[config.mk]
export PLATFORM = sky130hd
export DESIGN_NAME = fpu_add_arbiter
export DESIGN_NICKNAME = d
export VERILOG_FILES = /design/src/rtl/fpu_arb_pkg.sv /design/src/rtl/rr_arbiter.sv /design/src/rtl/fpu_add_arbiter.sv
export SDC_FILE = /design/constraint.sdc
export NUM_CORES = 1
export LEC_CHECK = 0
export ABC_AREA = 1
export CAP_MARGIN = 20
export CORE_AREA = 2 2 155 157
export DETAILED_ROUTE_END_ITERATION = 6
export DIE_AREA = 0 0 157 159
export DONT_BUFFER_PORTS = 1
export GPL_ROUTABILITY_DRIVEN = 0
export PLACE_DENSITY_LB_ADDON = 0.08
export SLEW_MARGIN = 25
export SYNTH_ARGS = -nofsm -noshare
export SYNTH_HDL_FRONTEND = slang
export SYNTH_SLANG_ARGS = --single-unit
export TNS_END_PERCENT = 50
[constraint.sdc]
create_clock -name CLK -period 3.9 [get_ports CLK]
set_clock_uncertainty 0.15 [all_clocks]
set_input_delay 0.585 -clock CLK [delete_from_list [all_inputs] [get_ports CLK]]
set_output_delay 0.585 -clock CLK [all_outputs]
set_load 0.03 [all_outputs]
[src/rtl/fpu_arb_pkg.sv]
// Shared types for the fpu_add arbiter: data width, requester tag, in-flight entry.
package fpu_arb_pkg;

  localparam int FP_W  = 32;
  localparam int TAG_W = 3;   // wide enough for up to 8 requesters

  typedef logic [TAG_W-1:0] tag_t;

  typedef struct packed {
    logic valid;
    tag_t tag;
  } entry_t;

  // Round-robin pointer step: index after cur, wrapping at n.
  function automatic tag_t next_ptr(input tag_t cur, input int n);
    return (int'(cur) >= n - 1) ? tag_t'(0) : tag_t'(cur + tag_t'(1));
  endfunction

endpackage

[src/rtl/rr_arbiter.sv]
// Round-robin grant: lowest requesting index at or above ptr, wrapping.
// Produces nothing when advance is low.
module rr_arbiter
  import fpu_arb_pkg::*;
#(
  parameter int N = 4
) (
  input  logic [N-1:0] req,
  input  tag_t         ptr,
  input  logic         advance,
  output logic [N-1:0] grant,
  output tag_t         idx,
  output logic         any
);

  logic hit_s;

  // Scan candidates in priority order ptr, ptr+1, ...; first active one wins
  always_comb begin
    grant = '0;
    idx   = '0;
    any   = 1'b0;
    hit_s = 1'b0;
    for (int k = 0; k < N; k++) begin
      for (int j = 0; j < N; j++) begin
        hit_s    = advance && !any && req[j] && (j == ((int'(ptr) + k) % N));
        grant[j] = grant[j] | hit_s;
        idx      = hit_s ? TAG_W'(j) : idx;
        any      = any | hit_s;
      end
    end
  end

endmodule

[src/rtl/fpu_add_arbiter.sv]
// Shares one pipelined fpu_add among N_REQ requesters. A registered issue stage
// feeds the FPU; a tag pipe of LATENCY stages tracks in-flight ops so the tail
// stage lines up with fpu_z. A held response at the tail freezes everything.
// Optional: FPU_ARB_STATS_EN adds saturating issue/stall counters.
module fpu_add_arbiter
  import fpu_arb_pkg::*;
#(
  parameter int N_REQ   = 4,
  parameter int LATENCY = 3,
  parameter int CNT_W   = 16
) (
  input  logic                    CLK,
  input  logic                    RESET,
  input  logic [N_REQ-1:0]        req_valid,
  output logic [N_REQ-1:0]        req_ready,
  input  logic [N_REQ*FP_W-1:0]   req_a,
  input  logic [N_REQ*FP_W-1:0]   req_b,
  output logic [N_REQ-1:0]        resp_valid,
  input  logic [N_REQ-1:0]        resp_ready,
  output logic [FP_W-1:0]         resp_z,
  output logic                    fpu_en,
  output logic [FP_W-1:0]         fpu_a,
  output logic [FP_W-1:0]         fpu_b,
  input  logic [FP_W-1:0]         fpu_z
`ifdef FPU_ARB_STATS_EN
  ,
  output logic [N_REQ*CNT_W-1:0]  stat_issue_cnt,
  output logic [CNT_W-1:0]        stat_stall_cnt
`endif
);

  entry_t            iss_r;
  entry_t            pipe_r [LATENCY];
  logic [FP_W-1:0]   a_r;
  logic [FP_W-1:0]   b_r;
  tag_t              ptr_r;

  entry_t            tail_s;
  logic              tail_ready_s;
  logic              advance_s;
  logic [N_REQ-1:0]  grant_s;
  tag_t              gidx_s;
  logic              any_s;
  logic [FP_W-1:0]   sel_a_s;
  logic [FP_W-1:0]   sel_b_s;

  assign tail_s = pipe_r[LATENCY-1];

  // Steer the tail result to its owner and look up that owner's ready
  always_comb begin
    tail_ready_s = 1'b0;
    resp_valid   = '0;
    for (int j = 0; j < N_REQ; j++) begin
      resp_valid[j] = tail_s.valid && (tail_s.tag == TAG_W'(j)) && !RESET;
      tail_ready_s  = tail_ready_s | ((tail_s.tag == TAG_W'(j)) && resp_ready[j]);
    end
  end

  assign fpu_en    = !(tail_s.valid && !tail_ready_s);
  assign advance_s = fpu_en;
  assign resp_z    = fpu_z;
  assign fpu_a     = a_r;
  assign fpu_b     = b_r;

  rr_arbiter #(.N(N_REQ)) u_rr (
    .req     (req_valid),
    .ptr     (ptr_r),
    .advance (advance_s && !RESET),
    .grant   (grant_s),
    .idx     (gidx_s),
    .any     (any_s)
  );

  assign req_ready = grant_s;

  // Select the granted requester's operand pair (grant is one-hot or zero)
  always_comb begin
    sel_a_s = '0;
    sel_b_s = '0;
    for (int j = 0; j < N_REQ; j++) begin
      sel_a_s = sel_a_s | ({FP_W{grant_s[j]}} & req_a[j*FP_W +: FP_W]);
      sel_b_s = sel_b_s | ({FP_W{grant_s[j]}} & req_b[j*FP_W +: FP_W]);
    end
  end

  // Issue register, tag pipe and RR pointer; all hold while the FPU is frozen
  always_ff @(posedge CLK) begin
    if (RESET) begin
      iss_r <= '0;
      a_r   <= '0;
      b_r   <= '0;
      ptr_r <= '0;
      for (int i = 0; i < LATENCY; i++) begin
        pipe_r[i] <= '0;
      end
    end else if (advance_s) begin
      iss_r.valid <= any_s;
      iss_r.tag   <= gidx_s;
      if (any_s) begin
        a_r   <= sel_a_s;
        b_r   <= sel_b_s;
        ptr_r <= next_ptr(gidx_s, N_REQ);
      end
      pipe_r[0] <= iss_r;
      for (int i = 1; i < LATENCY; i++) begin
        pipe_r[i] <= pipe_r[i-1];
      end
    end
  end

`ifdef FPU_ARB_STATS_EN
  logic [CNT_W-1:0] issue_cnt_r [N_REQ];
  logic [CNT_W-1:0] stall_cnt_r;

  // Saturating per-requester accept counters and frozen-cycle counter
  always_ff @(posedge CLK) begin
    if (RESET) begin
      stall_cnt_r <= '0;
      for (int j = 0; j < N_REQ; j++) begin
        issue_cnt_r[j] <= '0;
      end
    end else begin
      for (int j = 0; j < N_REQ; j++) begin
        if (grant_s[j] && (issue_cnt_r[j] != {CNT_W{1'b1}})) begin
          issue_cnt_r[j] <= issue_cnt_r[j] + CNT_W'(1);
        end
      end
      if (!fpu_en && (stall_cnt_r != {CNT_W{1'b1}})) begin
        stall_cnt_r <= stall_cnt_r + CNT_W'(1);
      end
    end
  end

  // Flatten the counter array onto the output bus
  always_comb begin
    stat_issue_cnt = '0;
    for (int j = 0; j < N_REQ; j++) begin
      stat_issue_cnt[j*CNT_W +: CNT_W] = issue_cnt_r[j];
    end
  end

  assign stat_stall_cnt = stall_cnt_r;
`endif

endmodule

==> flow_summary.yaml, run 1 <==
outcome:
  status: "finished, final reports clean"
die:
  die-area_um2: 25000
  initial_core_util: 0.230
  die_w_um: 157
  num_io_pins: 403
  dieHeight_um: 159
  core_um2: 23200
  std_cell_rows: 56
cells_and_area:
  stdcell_area_um2: 5760
  syn2layout_area_growth_pct: 7.93
  fill_cells: 2670
  multi_input_area_um2: 3000
  drive_gt1_frac: 0.0743
  nets: 1088
  ff_latch_area_um2: 1650
synthesis:
  syn_inst: 847
  synthFlopType: "dfxtp_1"
  synth_cell_types: 28
  yosys.area.top_type: "dfxtp_1"
  syn-mean-instance-area_um2: 6.30
  yosysMostFrequentCell: "nand2_1"
  synthTopCellsByCount: "nand2_1 (239), nor2_1 (105), dfxtp_1 (69), nand3_1 (69), o21ai_0 (67)"
  ys_top_cells_by_area: "dfxtp_1 (26%), nand2_1 (17%), nor2_1 (7.4%)"
  syn-num-nets: 1146
  synth-seq-area-share: 0.310
  synthArstFlopShare: 0
  yosysWarningCount: 0
  synth_area_um2: 5340
  synth_edf_count: 9
  netlist.area_leader.share: 0.259
  synth-seq-cells: 78
clock_network:
  root_buffer: "clkbuf_16"
  clkTransAtPathRegs_ns: 0.06
  worstSkewPairLatency_ns: 0.34
  numCtsBuffers: 9
  clockBufferDepth: 2
  clock-sinks: 78
  post_cts_buffers: 0
  cts_tree: "done"
  cts_max_level: 3
  cts_hold_buf: 0
  ctsResizeCount: 0
global_routing:
  grt_first_pass_wirelength_mm: 29.9
  first_global_vias: 5283
  grt-ovfl-total: 0
  antenna_found_initial: 1
  grt.total_usage: 0.156
  grt_max_degree: 67
worst_setup_path:
  startpoint_type: "register"
  critPathLaunch: "pipe_r[0][8]"
  reg2reg_setup_slack_ns: 0.49
  crit_path_cell_trace: "nand3_1, nand3_1, nor2_4, nor2_4, inv_2, nor2_1, nand2_1, nand4_1, nor2_1, nand4_1, nor2_1, nand3_1, nand2_2, buf_4"
  critPathRequiredTime_ns: 3.16
  regToRegEndpoint: "fpu_b[26]"
  worst_path_largest_cell_delay_ns: 0.48
  crit_type: "reg -> out"
  crit-reg2reg-launch: "pipe_r[0][8]"
  reg2reg_depth: 18
  end_kind: "primary output"
  crit_slowest_cell: "edfxtp_1"
  critPathMaxFanout: 29
  arrival_ns: 2.91
timing:
  grt_setup_unrepaired: "no"
  setup-violations-final: 0
  finalMaxSlewViolations: 0
  finalCritPeriodShare: 0.933
  slew_headroom: 0.551
  min_period_ns: 3.64
  hold_violations: 0
  tns_ns: 0
  fmax_mhz: 275
  tightest_slew_ns: 0.673
placed_design:
  numPortBuffers: 0
  dpl.hpwl_mm: 15.2
  dpl_cell_area_um2: 5430
drt:
  vias: 5420
  dr.pass1.iters: 5
  wl_per_cell_um: 18.4
  routed_wl_mm: 20.5
  ant_nets: 0
  drc_errors: 0
  drt-initial-drc-count: 316
  vias_per_cell: 4.87
power_and_ir_drop:
  peakVddDrop_mv: 0.235
  leakage_nw: 2.30
  total_power_mw: 4.67
  power.density_nw_per_um2: 811
hold_path:
  min_to: "ptr_r[0]"
  worstHoldStart: "RESET"
  min_path_cells: 1
  hold_path_class: "in -> reg"
flow_run:
  cap_violations: 0
layer usage:
layer,GRT usage,vias up,share of wire
li1,-,2605,-
met1,0.174,2500,0.39
met2,0.276,282,0.50
met3,0.0539,33,0.094
met4,0.0505,0,0.022
met5,0,-,0
critical path: cells and delay by family, from the launching register on:
kind	cells	cell delay, ns
buffers and inverters	2	0.58
flip-flops	1	0.48
AND/OR/NAND/NOR	12	1.51
power by group:
part	internal, mW	total, mW	switching [mW]
registers	1.09	1.73	0.640
logic	0.671	1.98	1.31
clock network	0.578	0.956	0.378
sequential cells by signal (all words and copies together), names as in the netlist:
name,count
fpu_a,32
fpu_b,32
pipe_r,9
iss_r,3
ptr_r,2
cell families (layout without fill, tap and decap cells):
logic type      after synthesis  in the layout  synth area share
buf+inv                     137             84             0.133
simple gates                440            440             0.346
fa+ha+maj                     1              1           0.00234
flops                        78             78             0.310
compound gates              191            191             0.208
other cells                   0              1                 0
placed cells by master (no fill, tap or decap), types with 11 or more instances in the layout:
cell and instances:
nand2_1 237, clkbuf_16 11, dfxtp_1 69, a21oi_1 61, nand3_1 68, a21boi_1 26, a21boi_0 32, nor2_1 105
o21ai_0 67, inv_1 43, buf_4 14
per-stage QoR:
stage / cells / setup slack [ns] / utilization / hold WS (ns)
after floorplan: 847 / 0.740 / - / 0.295
after global placement: 1097 / 0.504 / 0.234 / 0.320
after detailed placement: 1097 / 0.411 / 0.234 / 0.310
after CTS: 1113 / 0.230 / 0.248 / 0.142
after global routing: 1114 / 0.00475 / 0.248 / 0.134
final: 1114 / 0.260 / 0.248 / 0.157
cell type report:
class,count,share of cell area
well taps,319,0.0693
inverters,50,0.0326
diodes,1,0.000435
flip-flops and latches,78,0.287
clock inverters,3,0.00804
repair buffers,18,0.0322
clock buffers,13,0.0491
multi-input cells,632,0.522
how the worst max path moves through the flow:
stage	to	cells past startpoint
final	req_ready[1]	14
after floorplan	req_ready[3]	15
after detailed placement	fpu_b[26]	18
after global routing	req_ready[2]	13
after CTS	req_ready[2]	13
after global placement	fpu_b[0]	18
(Power assumes the default switching activity.)
==> run 2: changes to the inputs <==
--- a/config.mk
+++ b/config.mk
@@ -6,10 +6,10 @@
 export NUM_CORES = 1
 export LEC_CHECK = 0
 export ABC_AREA = 1
-export CAP_MARGIN = 20
-export CORE_AREA = 2 2 155 157
+export CAP_MARGIN = 40
+export CORE_AREA = 3 3 156 158
 export DETAILED_ROUTE_END_ITERATION = 6
-export DIE_AREA = 0 0 157 159
+export DIE_AREA = 0 0 159 161
 export DONT_BUFFER_PORTS = 1
 export GPL_ROUTABILITY_DRIVEN = 0
 export PLACE_DENSITY_LB_ADDON = 0.08
==> run 2 against run 1 <==
Critical path depth shrank 1. Sequential cell count is the same. Routed wire length shrank 0.75%. Combinational power is essentially flat. Register-to-register slack lost 0.04 ns. Global-route usage shrank 0.44 points. Sequential power is essentially flat. Fmax grew 2.1%. Utilization shrank 0.18 points. Critical endpoint is now req_ready[3].
==> flow_summary.yaml, run 2 (synthesized netlist as in run 1, its figures left out) <==
worst_setup_path:
  end_kind: "primary output"
  arrival_ns: 2.83
  reg2reg_setup_slack_ns: 0.45
  crit_type: "reg -> out"
  startpoint_type: "register"
  critPathRequiredTime_ns: 3.16
  critPathMaxFanout: 13
placed_design:
  dpl.hpwl_mm: 15.2
  numPortBuffers: 0
cells_and_area:
  diodes: 0
  final_cell_mix: "nand2_1 (237), nor2_1 (105), dfxtp_1 (69), nand3_1 (68), o21ai_0 (67)"
  nets: 1086
  final_common_cell: "nand2_1"
  drive_gt1_frac: 0.0720
  syn2layout_area_growth_pct: 7.46
  utilization: 0.246
die:
  num_io_pins: 403
  die_w_um: 159
  core_um2: 23300
  dieHeight_um: 161
  die-area_um2: 25600
  initial_core_util: 0.229
  std_cell_rows: 56
global_routing:
  antenna_found_initial: 0
  grt_max_degree: 67
  grt_first_pass_wirelength_mm: 30.7
  grt.total_usage: 0.152
  first_global_vias: 5465
  grt-ovfl-total: 0
drt:
  drt-initial-drc-count: 251
  vias_per_cell: 4.79
  vias: 5327
  dr.pass1.iters: 4
  ant_nets: 0
  routed_wl_mm: 20.3
  drc_errors: 0
  wl_per_cell_um: 18.3
timing:
  hold_violations: 0
  tns_ns: 0
  setup-violations-final: 0
  finalMaxSlewViolations: 0
  fmax_mhz: 280
  min_period_ns: 3.57
  finalCritPeriodShare: 0.915
  slew_headroom: 0.534
  tightest_slew_ns: 0.700
  grt_setup_unrepaired: "no"
clock_network:
  numCtsBuffers: 9
  worstSkewPairLatency_ns: 0.34
  cts_tree: "done"
  root_buffer: "clkbuf_16"
  clockBufferDepth: 2
  clkTransAtPathRegs_ns: 0.06
  post_cts_buffers: 0
  cts_hold_buf: 0
  cts_max_level: 3
  clock-sinks: 78
hold_path:
  hold_path_class: "in -> reg"
outcome:
  status: "finished, final reports clean"
flow_run:
  cap_violations: 0
power_and_ir_drop:
  peakVddDrop_mv: 0.240
  leakage_nw: 2.28
  power.density_nw_per_um2: 797
## run 2: path summary, 6_finish.rpt
check,from,to,depth (start not counted)
max,pipe_r[0][8],req_ready[3],13
min,RESET,ptr_r[1],1
max reg2reg,pipe_r[0][8],ptr_r[0],19
min reg2reg,iss_r[1],iss_r[1],2
## run 2: critical path: stages, from the launching register on
cell      delay [ns]
edfxtp_1        0.48
nand3_1         0.15
nand3_1         0.12
nor2_4          0.13
nor2_4          0.07
inv_2           0.19
nor2_1          0.09
nand2_1         0.14
nand4_1         0.12
nor2_2          0.15
nand4_2         0.17
nor2_4          0.18
nand4_2         0.16
nand2_2         0.33
## run 2: cell type report
type                    count  area, µm²
fillers                  2684      17500
multi-input cells         632       3020
flip-flops and latches     78       1650
well taps                 319        399
clock buffers              11        233
inverters                  50        190
repair buffers             16        183
clock inverters             5       60.1
## run 2: stage by stage
step / area, µm² / power (mW) / setup slack (ns) / hold slack (ns) / cells
5_1_grt: 5730 / 4.98 / 0.0341 / 0.139 / 1111
2_1_floorplan: 5340 / 3.24 / 0.740 / 0.295 / 847
3_5_place_dp: 5420 / 3.75 / 0.461 / 0.323 / 1095
4_1_cts: 5720 / 4.66 / 0.207 / 0.134 / 1111
3_3_place_gp: 5420 / 3.75 / 0.553 / 0.332 / 1095
6_report: 5730 / 4.57 / 0.333 / 0.155 / 1111
## run 2: report_power, final
group	switching [mW]	internal (mW)	total, mW
sequential	0.636	1.09	1.73
clock	0.373	0.498	0.872
combinational	1.31	0.665	1.97
## run 2: layer usage
layer | track usage | up-vias | wire length, µm | part of all wire
met5 | 0 | - | 0 | 0
met4 | 0.0633 | 0 | 616 | 0.030
met3 | 0.0549 | 39 | 1650 | 0.081
met2 | 0.257 | 244 | 9860 | 0.48
met1 | 0.174 | 2437 | 8210 | 0.40
li1 | - | 2607 | - | -
## run 2: repair_timing
action | CTS | global route
endpoints found under the setup margin | 0 | 1
gates resized for setup | 0 | 4
hold endpoints to repair | 0 | 0
==> run 3: changes to the inputs <==
==> constraint.sdc (replaced) <==
create_clock -name CLK -period 3.8 [get_ports CLK]
set_clock_uncertainty 0.15 [all_clocks]
set_input_delay 0.57 -clock CLK [delete_from_list [all_inputs] [get_ports CLK]]
set_output_delay 0.57 -clock CLK [all_outputs]
set_load 0.03 [all_outputs]
==> run 3 against run 2 <==
Sequential share of layout area is 0.12 points lower. Global-route usage is 0.16 points lower. Critical path depth stayed put. Cell area is 0.41% higher. Critical endpoint is now req_ready[2]. Largest cell class unchanged.
==> flow_summary.yaml, run 3 (synthesized netlist as in run 1, its figures left out) <==
outcome:
  status: "finished, final reports clean"
clock_network:
  numCtsBuffers: 9
  clkTransAtPathRegs_ns: 0.07
  root_buffer: "clkbuf_16"
  cts_max_level: 3
  clock-sinks: 78
  clockBufferDepth: 2
  post_cts_buffers: 0
  cts_tree: "done"
  worstSkewPairLatency_ns: 0.34
cells_and_area:
  fill_cells: 2704
  syn2layout_area_growth_pct: 7.90
  utilization: 0.247
  final_common_cell: "nand2_1"
  final_cell_mix: "nand2_1 (237), nor2_1 (105), dfxtp_1 (69), nand3_1 (68), o21ai_0 (67)"
  drive_gt1_frac: 0.0755
  diodes: 0
  stdcell_area_um2: 5760
  ff_latch_area_um2: 1650
  multi_input_area_um2: 3010
  nets: 1089
die:
  num_io_pins: 403
  core_um2: 23300
  std_cell_rows: 56
  dieHeight_um: 161
  die_w_um: 159
  die-area_um2: 25600
  initial_core_util: 0.229
worst_setup_path:
  startpoint_type: "register"
  regToRegEndpoint: "fpu_a[7]"
  crit_slowest_cell: "edfxtp_1"
  critPathMaxFanout: 13
  critPathLaunch: "pipe_r[0][8]"
  worst_path_largest_cell_delay_ns: 0.47
  reg2reg_depth: 16
  crit_path_cell_trace: "nand3_1, nand3_1, nor2_4, nor2_4, inv_4, nor2_1, nand2_1, nand4_1, nor2_2, nand4_2, nor2_4, nand3_2, nand2_2"
  crit_type: "reg -> out"
  arrival_ns: 2.69
  path_common_cell: "nor2_4"
  critPathRequiredTime_ns: 3.08
  end_kind: "primary output"
  reg2reg_setup_slack_ns: 0.58
  crit-reg2reg-launch: "pipe_r[0][8]"
drt:
  drc_errors: 0
  ant_nets: 0
  drt-initial-drc-count: 265
  vias_per_cell: 4.81
  wl_per_cell_um: 18.1
  routed_wl_mm: 20.1
  dr.pass1.iters: 7
  vias: 5356
timing:
  finalMaxSlewViolations: 0
  worst_hold_slack_ns: 0.142
  setup-violations-final: 0
  slew_headroom: 0.546
  finalCritPeriodShare: 0.896
  tns_ns: 0
  min_period_ns: 3.41
  hold_violations: 0
  fmax_mhz: 294
  tightest_slew_ns: 0.680
  grt_setup_unrepaired: "no"
global_routing:
  antenna_found_initial: 0
  grt_first_pass_wirelength_mm: 30.5
  grt_max_degree: 67
  first_global_vias: 5441
  grt.total_usage: 0.150
  grt-ovfl-total: 0
placed_design:
  dpl.hpwl_mm: 15.2
  numPortBuffers: 0
  dpl_cell_area_um2: 5430
power_and_ir_drop:
  leakage_nw: 2.30
  power.switching_mw: 2.37
  swShare: 0.499
  power.density_nw_per_um2: 825
  p_comb_frac: 0.424
  p_int_mw: 2.38
  p_seq_frac: 0.374
  power.share.clock: 0.202
  peakVddDrop_mv: 0.248
hold_path:
  hold_path_class: "in -> reg"
  worstHoldStart: "RESET"
  min_path_cells: 1
  min_to: "ptr_r[0]"
flow_run:
  cap_violations: 0
==> run 3: cell types whose count changed in the layout (fill, tap and decap cells not counted) <==
cell       change
buf_4          +4
nand2_8        -1
clkinv_2       -1
inv_6          +1
bufinv_16      +1
inv_4          +1
clkinv_4       -2
buf_12         -1
nand2_4        +1
==> run 3: cell type report <==
type	count	share of cell area
inverters	50	0.0330
multi-input cells	632	0.522
clock buffers	11	0.0404
flip-flops and latches	78	0.287
repair buffers	19	0.0335
well taps	319	0.0693
clock inverters	5	0.0143
==> run 3: how the worst max path moves through the flow <==
stage | endpoint | cells after the start
floorplan | req_ready[3] | 15
global placement | fpu_a[7] | 16
detailed placement | fpu_a[7] | 16
CTS | req_ready[3] | 13
global route | req_ready[1] | 14
finish | req_ready[2] | 13
==> run 3: critical path, delay by kind of cell (launching register included) <==
family,cells,cell delay [ns]
and+or+nand+nor,12,1.73
DFF,1,0.47
buffers and inverters,1,0.13
==> run 3: through the flow <==
| step | cells | setup slack (ns) | power [mW] |
|---|---|---|---|
| 6_report | 1114 | 0.394 | 4.75 |
| 3_3_place_gp | 1098 | 0.530 | 3.85 |
| 4_1_cts | 1114 | 0.191 | 4.84 |
| 2_1_floorplan | 847 | 0.670 | 3.32 |
| 3_5_place_dp | 1098 | 0.430 | 3.85 |
| 5_1_grt | 1114 | 0.0854 | 5.17 |
==> run 3: repair_timing <==
action                     CTS  global route
gates resized for setup      0             2
setup endpoints to repair    0             2
hold buffers                 0             0
==> run 3: power by group through the flow <==
stage	combinational, mW	sequential [mW]	clock [mW]
floorplan	1.63	1.70	0
global placement	2.04	1.81	0
detailed placement	2.05	1.80	0
CTS	2.05	1.79	1.00
global route	2.32	1.81	1.04
finish	2.01	1.78	0.958
==> run 3: per-layer routing <==
metal	routed length, µm	vias up	part of all wire	track usage
li1	-	2610	-	-
met2	10100	247	0.50	0.263
met4	419	0	0.021	0.0493
met1	7700	2467	0.38	0.168
met3	1910	32	0.095	0.0585
met5	0	-	0	0
